### src/rtl/decstage_pipe.sv
// rtl/decstage_pipe.sv - pipelined decode stage: RF, immediate gen, ID/EX register, optional load-use stall (DECSTAGE_LOADUSE_EN)
module decstage_pipe #(
  parameter int unsigned DATA_W  = 32,
  parameter int unsigned NREGS   = 32,
  parameter int unsigned R0_ZERO = 1
) (
  input  logic              Clk,
  input  logic              Rst_n,
  input  logic              In_valid,
  output logic              In_ready,
  input  logic [31:0]       Instr,
  input  logic              Flush,
  input  logic              WB_WrEn,
  input  logic [4:0]        WB_Addr,
  input  logic [DATA_W-1:0] WB_Data,
  output logic              Out_valid,
  input  logic              Out_ready,
  output logic [5:0]        Out_Opcode,
  output logic [DATA_W-1:0] Out_Immed,
  output logic [DATA_W-1:0] Out_RF_A,
  output logic [DATA_W-1:0] Out_RF_B,
  output logic [4:0]        Out_Rd,
  output logic              Out_IsLoad,
  output logic              Stall
);

  logic [5:0]        opcode;
  logic [4:0]        rs;
  logic [4:0]        b_addr;
  logic [4:0]        rd;
  logic [15:0]       imm16;
  logic [DATA_W-1:0] sext16;
  logic [DATA_W-1:0] zext16;
  logic [DATA_W-1:0] immed;
  logic [DATA_W-1:0] rd_a;
  logic [DATA_W-1:0] rd_b;
  logic [DATA_W-1:0] rf_b_out;
  logic              is_load;
  logic              wr_ok;
  logic              accept;

  // Register file storage; entries at or above NREGS are never written
  logic [DATA_W-1:0] rf [32];

  assign opcode = Instr[31:26];
  assign rs     = Instr[25:21];
  assign rd     = Instr[20:16];
  assign imm16  = Instr[15:0];
  assign sext16 = {{(DATA_W-16){imm16[15]}}, imm16};
  assign zext16 = {{(DATA_W-16){1'b0}}, imm16};

  // Store-type and branch opcodes read rt from [20:16], everything else from [15:11]
  always_comb begin
    b_addr = Instr[15:11];
    case (opcode)
      6'b000111, 6'b011111, 6'b000000, 6'b000001: b_addr = Instr[20:16];
      default: ;
    endcase
  end

  // Immediate generation by opcode class
  always_comb begin
    immed = zext16;
    case (opcode)
      6'b111000, 6'b110000, 6'b000011,
      6'b000111, 6'b001111, 6'b011111: immed = sext16;
      6'b110010, 6'b110011:            immed = zext16;
      6'b111111, 6'b000000, 6'b000001: immed = sext16 << 2;
      default:                         immed = zext16;
    endcase
  end

  assign is_load = (opcode == 6'b000011) | (opcode == 6'b001111);

  // Writes to nonexistent registers or to a hardwired-zero r0 are dropped
  assign wr_ok = WB_WrEn & (32'(WB_Addr) < NREGS) & ~((R0_ZERO != 0) & (WB_Addr == 5'd0));

  // Register file write port; cleared on reset
  always_ff @(posedge Clk or negedge Rst_n) begin
    if (!Rst_n) begin
      for (int i = 0; i < 32; i++) rf[i] <= '0;
    end else if (wr_ok) begin
      rf[WB_Addr] <= WB_Data;
    end
  end

  // Read port A with write-first bypass; r0 and out-of-range reads give zero
  always_comb begin
    rd_a = '0;
    if ((32'(rs) < NREGS) && !((R0_ZERO != 0) && (rs == 5'd0))) begin
      if (WB_WrEn && (WB_Addr == rs)) rd_a = WB_Data;
      else                            rd_a = rf[rs];
    end
  end

  // Read port B with the same bypass and zero rules
  always_comb begin
    rd_b = '0;
    if ((32'(b_addr) < NREGS) && !((R0_ZERO != 0) && (b_addr == 5'd0))) begin
      if (WB_WrEn && (WB_Addr == b_addr)) rd_b = WB_Data;
      else                                rd_b = rf[b_addr];
    end
  end

  // Byte store keeps only the low byte of the store data
  always_comb begin
    rf_b_out = rd_b;
    if (opcode == 6'b000111) rf_b_out = {{(DATA_W-8){1'b0}}, rd_b[7:0]};
  end

`ifdef DECSTAGE_LOADUSE_EN
  assign Stall = In_valid & Out_valid & Out_IsLoad & (Out_Rd != 5'd0) &
                 ((Out_Rd == rs) | (Out_Rd == b_addr));
`else
  assign Stall = 1'b0;
`endif

  assign In_ready = (~Out_valid | Out_ready) & ~Stall;
  assign accept   = In_valid & In_ready & ~Flush;

  // ID/EX register: flush beats accept, drain empties it, otherwise hold
  always_ff @(posedge Clk or negedge Rst_n) begin
    if (!Rst_n) begin
      Out_valid  <= 1'b0;
      Out_Opcode <= '0;
      Out_Immed  <= '0;
      Out_RF_A   <= '0;
      Out_RF_B   <= '0;
      Out_Rd     <= '0;
      Out_IsLoad <= 1'b0;
    end else if (Flush) begin
      Out_valid <= 1'b0;
    end else if (accept) begin
      Out_valid  <= 1'b1;
      Out_Opcode <= opcode;
      Out_Immed  <= immed;
      Out_RF_A   <= rd_a;
      Out_RF_B   <= rf_b_out;
      Out_Rd     <= rd;
      Out_IsLoad <= is_load;
    end else if (Out_ready) begin
      Out_valid <= 1'b0;
    end
  end

endmodule
### config.mk
export PLATFORM = sky130hd
export DESIGN_NAME = decstage_pipe
export DESIGN_NICKNAME = d
export VERILOG_FILES = /design/src/rtl/decstage_pipe.sv
export SDC_FILE = /design/constraint.sdc
export NUM_CORES = 2
export LEC_CHECK = 0
export CAP_MARGIN = 20
export CORE_MARGIN = 4
export CORE_UTILIZATION = 39
export CTS_CLUSTER_DIAMETER = 40
export DETAILED_ROUTE_END_ITERATION = 8
export GPL_TIMING_DRIVEN = 0
export PLACE_DENSITY = 0.57
export SYNTH_ARGS = -nofsm -noshare
export SYNTH_HDL_FRONTEND = slang
export SYNTH_SLANG_ARGS = --single-unit
### constraint.sdc
create_clock -name Clk -period 2.8 [get_ports Clk]
set_input_delay 0.56 -clock Clk [delete_from_list [all_inputs] [get_ports Clk]]
set_output_delay 0.56 -clock Clk [all_outputs]
set_load 0.03 [all_outputs]
# [Word-level counts from Yosys, hierarchy flattened]
# Cells that the tools add are included.
[totals] ff_bits=1133 output_inout_bits=111
[classes] order_cmp=4 n_reduce_logical=12 eq_ne=10 n_bitwise=11 muxes=19
[ops] operator="$bwmux W1024" count=1
[ops] operator="$bmux W32 S5" count=2
[ops] operator="$mux W32" count=10
[ops] operator="$demux W32 S5" count=1
[ops] operator="$pmux W32 S2" count=1
[ops] operator="$eq A6 B6 Y1 const B" count=3
[ops] operator="$ge A6 B6 Y1 const B" count=3
[ops] operator="$not A5 Y6" count=3
[ops] operator="$logic_not A5 Y1" count=3
[ops] operator="$eq A5 B5 Y1" count=2
[ops] operator="$eq A6 B1 Y1 const B" count=1
[ops] operator="$eq A6 B2 Y1 const B" count=1
[ops] operator="$eq A6 B3 Y1 const B" count=1
[ops] operator="$eq A6 B4 Y1 const B" count=1
[ops] operator="$eq A6 B5 Y1 const B" count=1
[ops] operator="$logic_not A6 Y1" count=1
[ops] operator="$lt A6 B1 Y1 const B" count=1
[ops] operator="$reduce_or A6 Y1" count=1
[ops] operator="$mux W5" count=1
[ops] operator="$reduce_or A4 Y1" count=1
[ops] operator="$and A1 B1 Y1" count=3
[ops] operator="$logic_and A1 B1 Y1" count=3
[ops] operator="$mux W1" count=3
[ops] operator="$not A1 Y1" count=3
[ops] operator="other kinds (4)" count=5

# [Logic depth before layout (Yosys ltp)]
[logic_depth] depth_word=10 mapped_depth=13 ltp_nobuf=8

# [Least setup slack after synthesis]
# OpenSTA, ideal clock, no wires.
[synth_path] path_type="input-to-reg" start="in Instr[28]" end="reg Out_RF_B[13]" slack_ps=-436 n_path_buf=2 cell_stages=10 arrival_ps=3110 t_required_ps=2674 path_cell_list="clkbuf_1 or4_4 o22ai_4 mux2i_1 a31oi_4 and2_1 buf_4 o21a_1 and4b_1 a221o_1"
[synth_between] elab_chain_len=10 elab_cells_between_ends=16
[synth_rtl] element="start: declaration" line="11" text="input logic [31:0] Instr,"
[synth_rtl] element="$eq A6 B3 Y1 (tied with other cells)" line="55, 108"
[synth_rtl] element="$reduce_or A4 Y1" line="55" text="case (opcode)"
[synth_rtl] element="$mux W5" line="55"
[synth_rtl] element="$not A5 Y6 (not written as such)" line="101" text="else rd_b = rf[b_addr];"
[synth_rtl] element="$bmux W32 S5" line="101"
[synth_rtl] element="$mux W32 (not written as such) (2 in a row)" line="101"
[synth_rtl] element="$mux W32" line="100" text="if (WB_WrEn && (WB_Addr == b_addr)) rd_b = WB_Data;"
[synth_rtl] element="$mux W32" line="99" text="if ((32'(b_addr) < NREGS) && !((R0_ZERO != 0) && (b_addr == 5'd0))) begin"
[synth_rtl] element="$mux W32 *" line="108" text="if (opcode == 6'b000111) rf_b_out = {{(DATA_W-8){1'b0}}, rd_b[7:0]};"
[synth_rtl] element="end signal: assignment" line="138" text="Out_RF_B <= rf_b_out;"
[synth_rtl] element="end: declaration" line="21" text="output logic [DATA_W-1:0] Out_RF_B,"
# Every way passes the cells marked *; elsewhere a longest branch is shown, timed or not. The select of a mux whose other input is x is not followed.
# A chain may end at the register's enable or synchronous reset.

# [Worst setup path after layout]
[layout_path] start="in WB_Addr[1]" end="reg rf[859] in the netlist's numbering"
[layout_between] elab_chain_len=6 elab_cells_between_ends=10
[layout_rtl] element="start: declaration" line="14" text="input logic [4:0] WB_Addr,"
[layout_rtl] element="$not A5 Y6 (not written as such)" line="83" text="rf[WB_Addr] <= WB_Data;"
[layout_rtl] element="$ge A6 B6 Y1 (not written as such) or $lt A6 B1 Y1 (tied branches)" line="83"
[layout_rtl] element="$logic_and A1 B1 Y1 (not written as such)" line="83"
[layout_rtl] element="$mux W32 (not written as such)" line="83"
[layout_rtl] element="$demux W32 S5" line="83"
[layout_rtl] element="$bwmux W1024" line="83"
[layout_rtl] element="end signal: indexed assignment" line="83"
[layout_rtl] element="end: declaration" line="43" text="logic [DATA_W-1:0] rf [32];"
# Several ways; a longest one is shown, not always the timed one.

==> summary.md <==
| Metric | Value |
|---|---|
| Clock Tree Buf Depth | 3 |
| CP max FO | 10 |
| Number of cells after detailed placement | 6,988 |
| CP startpoint kind | input port |
| H-tree levels | 4 |
| Setup slack on the worst flop-to-flop path | ~0.16 ns |
| Worst-path cell chain | clkdlybuf4s50_1 -> inv_1 -> and3_1 -> nand2_1 -> buf_1 -> mux2_2 |
| Via count | 47,700 |
| Routed length per instance | 36.9 um |
| Sequential Power Share | 37.9% |
| Post-synthesis sequential area ratio | a little under half |
| Number of flops mapped to enable cells by yosys | 0 |
| DRT Pass-1 Iters | 6 |
| Area of the die | ~160,000 um2 |
| FF+latch count, synth | 1,119 |
| TritonCTS clock tree | built |
| Critical Path Max Stage Delay | 0.92 ns |
| Logic pwr share | 21.9% |
| Chip height | 398 um |
| Clk_skew | 0.0380 ns |
| Fill cells | 13,400 |
| Pwr dens | 787 nW/um2 |
| Data required, critical path | 3.51 ns |
| Core area | 150,000 um2 |
| Max-Cap Viols | 0 |
| CP bufs+invs | 3 |
| Post-synthesis async set-or-reset flop share | 100% |
| Most common cell after layout, fill and taps aside | dfrtp_1 |
| GRT Util Overall | 33.9% |
| Least-Margin Pin Slew | roughly 1.2 ns |
| Pre-CTS WS | -2.77 ns |
| Cts hold-fix bufs | 2 |
| R2R Path End | Out_IsLoad |
| CP Data Arrival Time | 3.63 ns |
| F_max | 342 MHz |
| Largest delay contributor family on the critical path | buffers and inverters |
| Layout cell share with drive strength beyond 1 | 40.6% |
| Slew headroom | 17.9% |
| Status | complete, but fails checks |
| Placed Area | 64,700 um2 |
| Internal | 39.8 mW |
| Initial antenna violation count | 20 |
| Slowest stage cell, crit path | buf_1 |
| Syn nets | 4,814 |
| DRC Markers | 0 |
| Clock transition at the registers of the reported paths | 0.05 ns |
| Final std cells w/o fill | 7,399 |
| Clk_lat worst skew | roughly 0.85 ns |
| Starting DRT DRC Count | 6,280 |
| Synthesized cell area | 59,300 um2 |
| Final period utilization | 104% |
| Sw Pwr | 18.0 mW |
| Failing checks | negative hold slack, negative setup slack |
| First-pass GRT wire length | 374,000 um |
| Final HPWL DP | 196,000 um |
| Routability congestion estimate | 1.02 |
| YS warnings | 0 |
| Largest net degree at the start of global routing | between 150 and 200 |
| Final wirelength | 273,000 um |
| Rows | 142 |
| Post-route cell area | approximately 74,000 um2 |
| Synth Flop Type | dfrtp_1 |
| Yosys cell types | 66 |
| Hold WS | -0.313 ns |
| P&R area growth vs syn | 24.0% |
| Fin nets | around 5,300 |
| FF-to-FF Start | Out_valid |
| Die Width | 398 um |
| Syn Inst Count | 4,739 |
| Worst VDD drop | 0.815 mV |
| Worst Setup Path Type | input port to flop |
| Setup ws final | -0.123 ns |
| WP depth | 6 |
| Initial Utilization | roughly two fifths |
| IO Pins | 186 |
| Min cycle time layout | between 2 and 3 ns |
| Hold Violations, Final | 121 |
| Clock root buffer | clkbuf_16 |
| Gr ovfl total | 0 |
| Most frequent cells in the layout | 1,118 x dfrtp_1, 998 x mux2_2, 608 x nand2_1 |
| TritonCTS Sinks | 1,119 |
| Reg2Reg Depth | 8 |
| Final setup fails | 117 |
| Clock power frac | 40.2% |
| Mapped Avg Cell Area | 12.5 um2 |
| Switching share of total power | 31.2% |
| Via-to-Cell Ratio | 6.45 |
| I/O Buffers | between 150 and 200 |
| Critical path capture point type | flop |
| Hold/Removal Path Class | input port to asynchronous set/reset pin |
| Routed Antenna Nets | 0 |
| Slew Limit Fails | 0 |
| Total CTS buffers | between 150 and 200 |
| Number of global-route vias before repair | around 47,000 |
| RSZ-0062 raised after global routing | yes |
| Leakage | 31.6 nW |
[state kept, by name, summed over array words and instances (netlist names)]
signal	cells
Out_Immed	18
Out_IsLoad	1
Out_Opcode	6
Out_RF_A	32
Out_RF_B	32
Out_Rd	5
Out_valid	1
rf	1024
[per-layer routing]
layer  GRT usage, %  routed length, um
met5              0                 57
met4           20.5              18900
met3           12.8              35400
met2           47.8             114000
met1           44.1             105000
[cells in the mapped netlist (63+ instances only)]
cell type,number,area [um2]
dfrtp_1,1119,28000
mux2_2,1005,11300
nand2_1,608,2280
clkbuf_1,331,1240
mux4_2,322,7250
mux2i_1,279,2790
a21oi_1,115,576
nand3_1,111,556
o21ai_0,108,541
nor2_1,98,368
buf_1,86,323
a31oi_1,66,413
buf_2,63,315
[timing repair]
item	4_1_cts	5_1_grt
resized for setup	459	137
hold endpoints to repair	123	121
gates cloned	1	1
setup buffers	52	15
pin swaps	27	33
endpoints found under the setup margin	634	240
[power by group through the flow]
| stage | Combinational [mW] | Sequential (mW) | Clock [mW] |
|---|---|---|---|
| finish | 12.7 | 21.9 | 23.3 |
| floorplan | 6.98 | 21.6 | 0 |
| global route | 13.2 | 22.2 | 24.1 |
| detailed placement | 11.7 | 22.0 | 0 |
| CTS | 12.2 | 21.7 | 23.4 |
| global placement | 11.3 | 22.0 | 0 |
[per-stage QoR]
| step | utilization [%] | hold slack (ns) | power (mW) | setup TNS [ns] |
|---|---|---|---|---|
| floorplan | - | 0.264 | 28.6 | -9.81 |
| global placement | 42.4 | 0.461 | 33.3 | - |
| detailed placement | 43.0 | 0.467 | 33.7 | -1118.16 |
| CTS | 48.4 | -0.277 | 57.3 | -0.0289 |
| global route | 48.8 | -0.256 | 59.5 | -0.689 |
| finish | 48.8 | -0.313 | 57.9 | -5.75 |
[worst max-delay path by stage]
stage                          start           end  slack [ns]
after floorplan            Instr[29]  Out_RF_B[24]       -0.36
after global placement         Rst_n       rf[773]      -51.77
after detailed placement   Instr[27]  Out_RF_B[23]       -2.77
after CTS                  Instr[28]  Out_RF_B[23]       -0.02
after global routing       Instr[29]  Out_RF_B[12]       -0.11
final                     WB_Addr[1]       rf[859]       -0.12
[cell families after synthesis]
kind of cell	after synthesis	synth area share (%)
buffers and inverters	517	3.55
other	1	0.00633
and+or+nand+nor	942	6.86
muxes	1606	36.0
xor gates and xnor gates	8	0.118
AOI/OAI and AO/OA	546	6.20
DFF	1119	47.2
[cell type report]
type	count	area [um2]	share of cell area, %
buffer	496	3130	4.25
multi-input combinational	3103	30100	41.0
antenna	13	32.5	0.0443
timing repair buffer	304	3390	4.61
clock inverter	110	1310	1.78
inverter	15	60.1	0.0817
sequential	1119	28000	38.1
tap	2016	2520	3.43
clock buffer	223	4940	6.72
No activity file was read; power rests on OpenSTA's default activity.
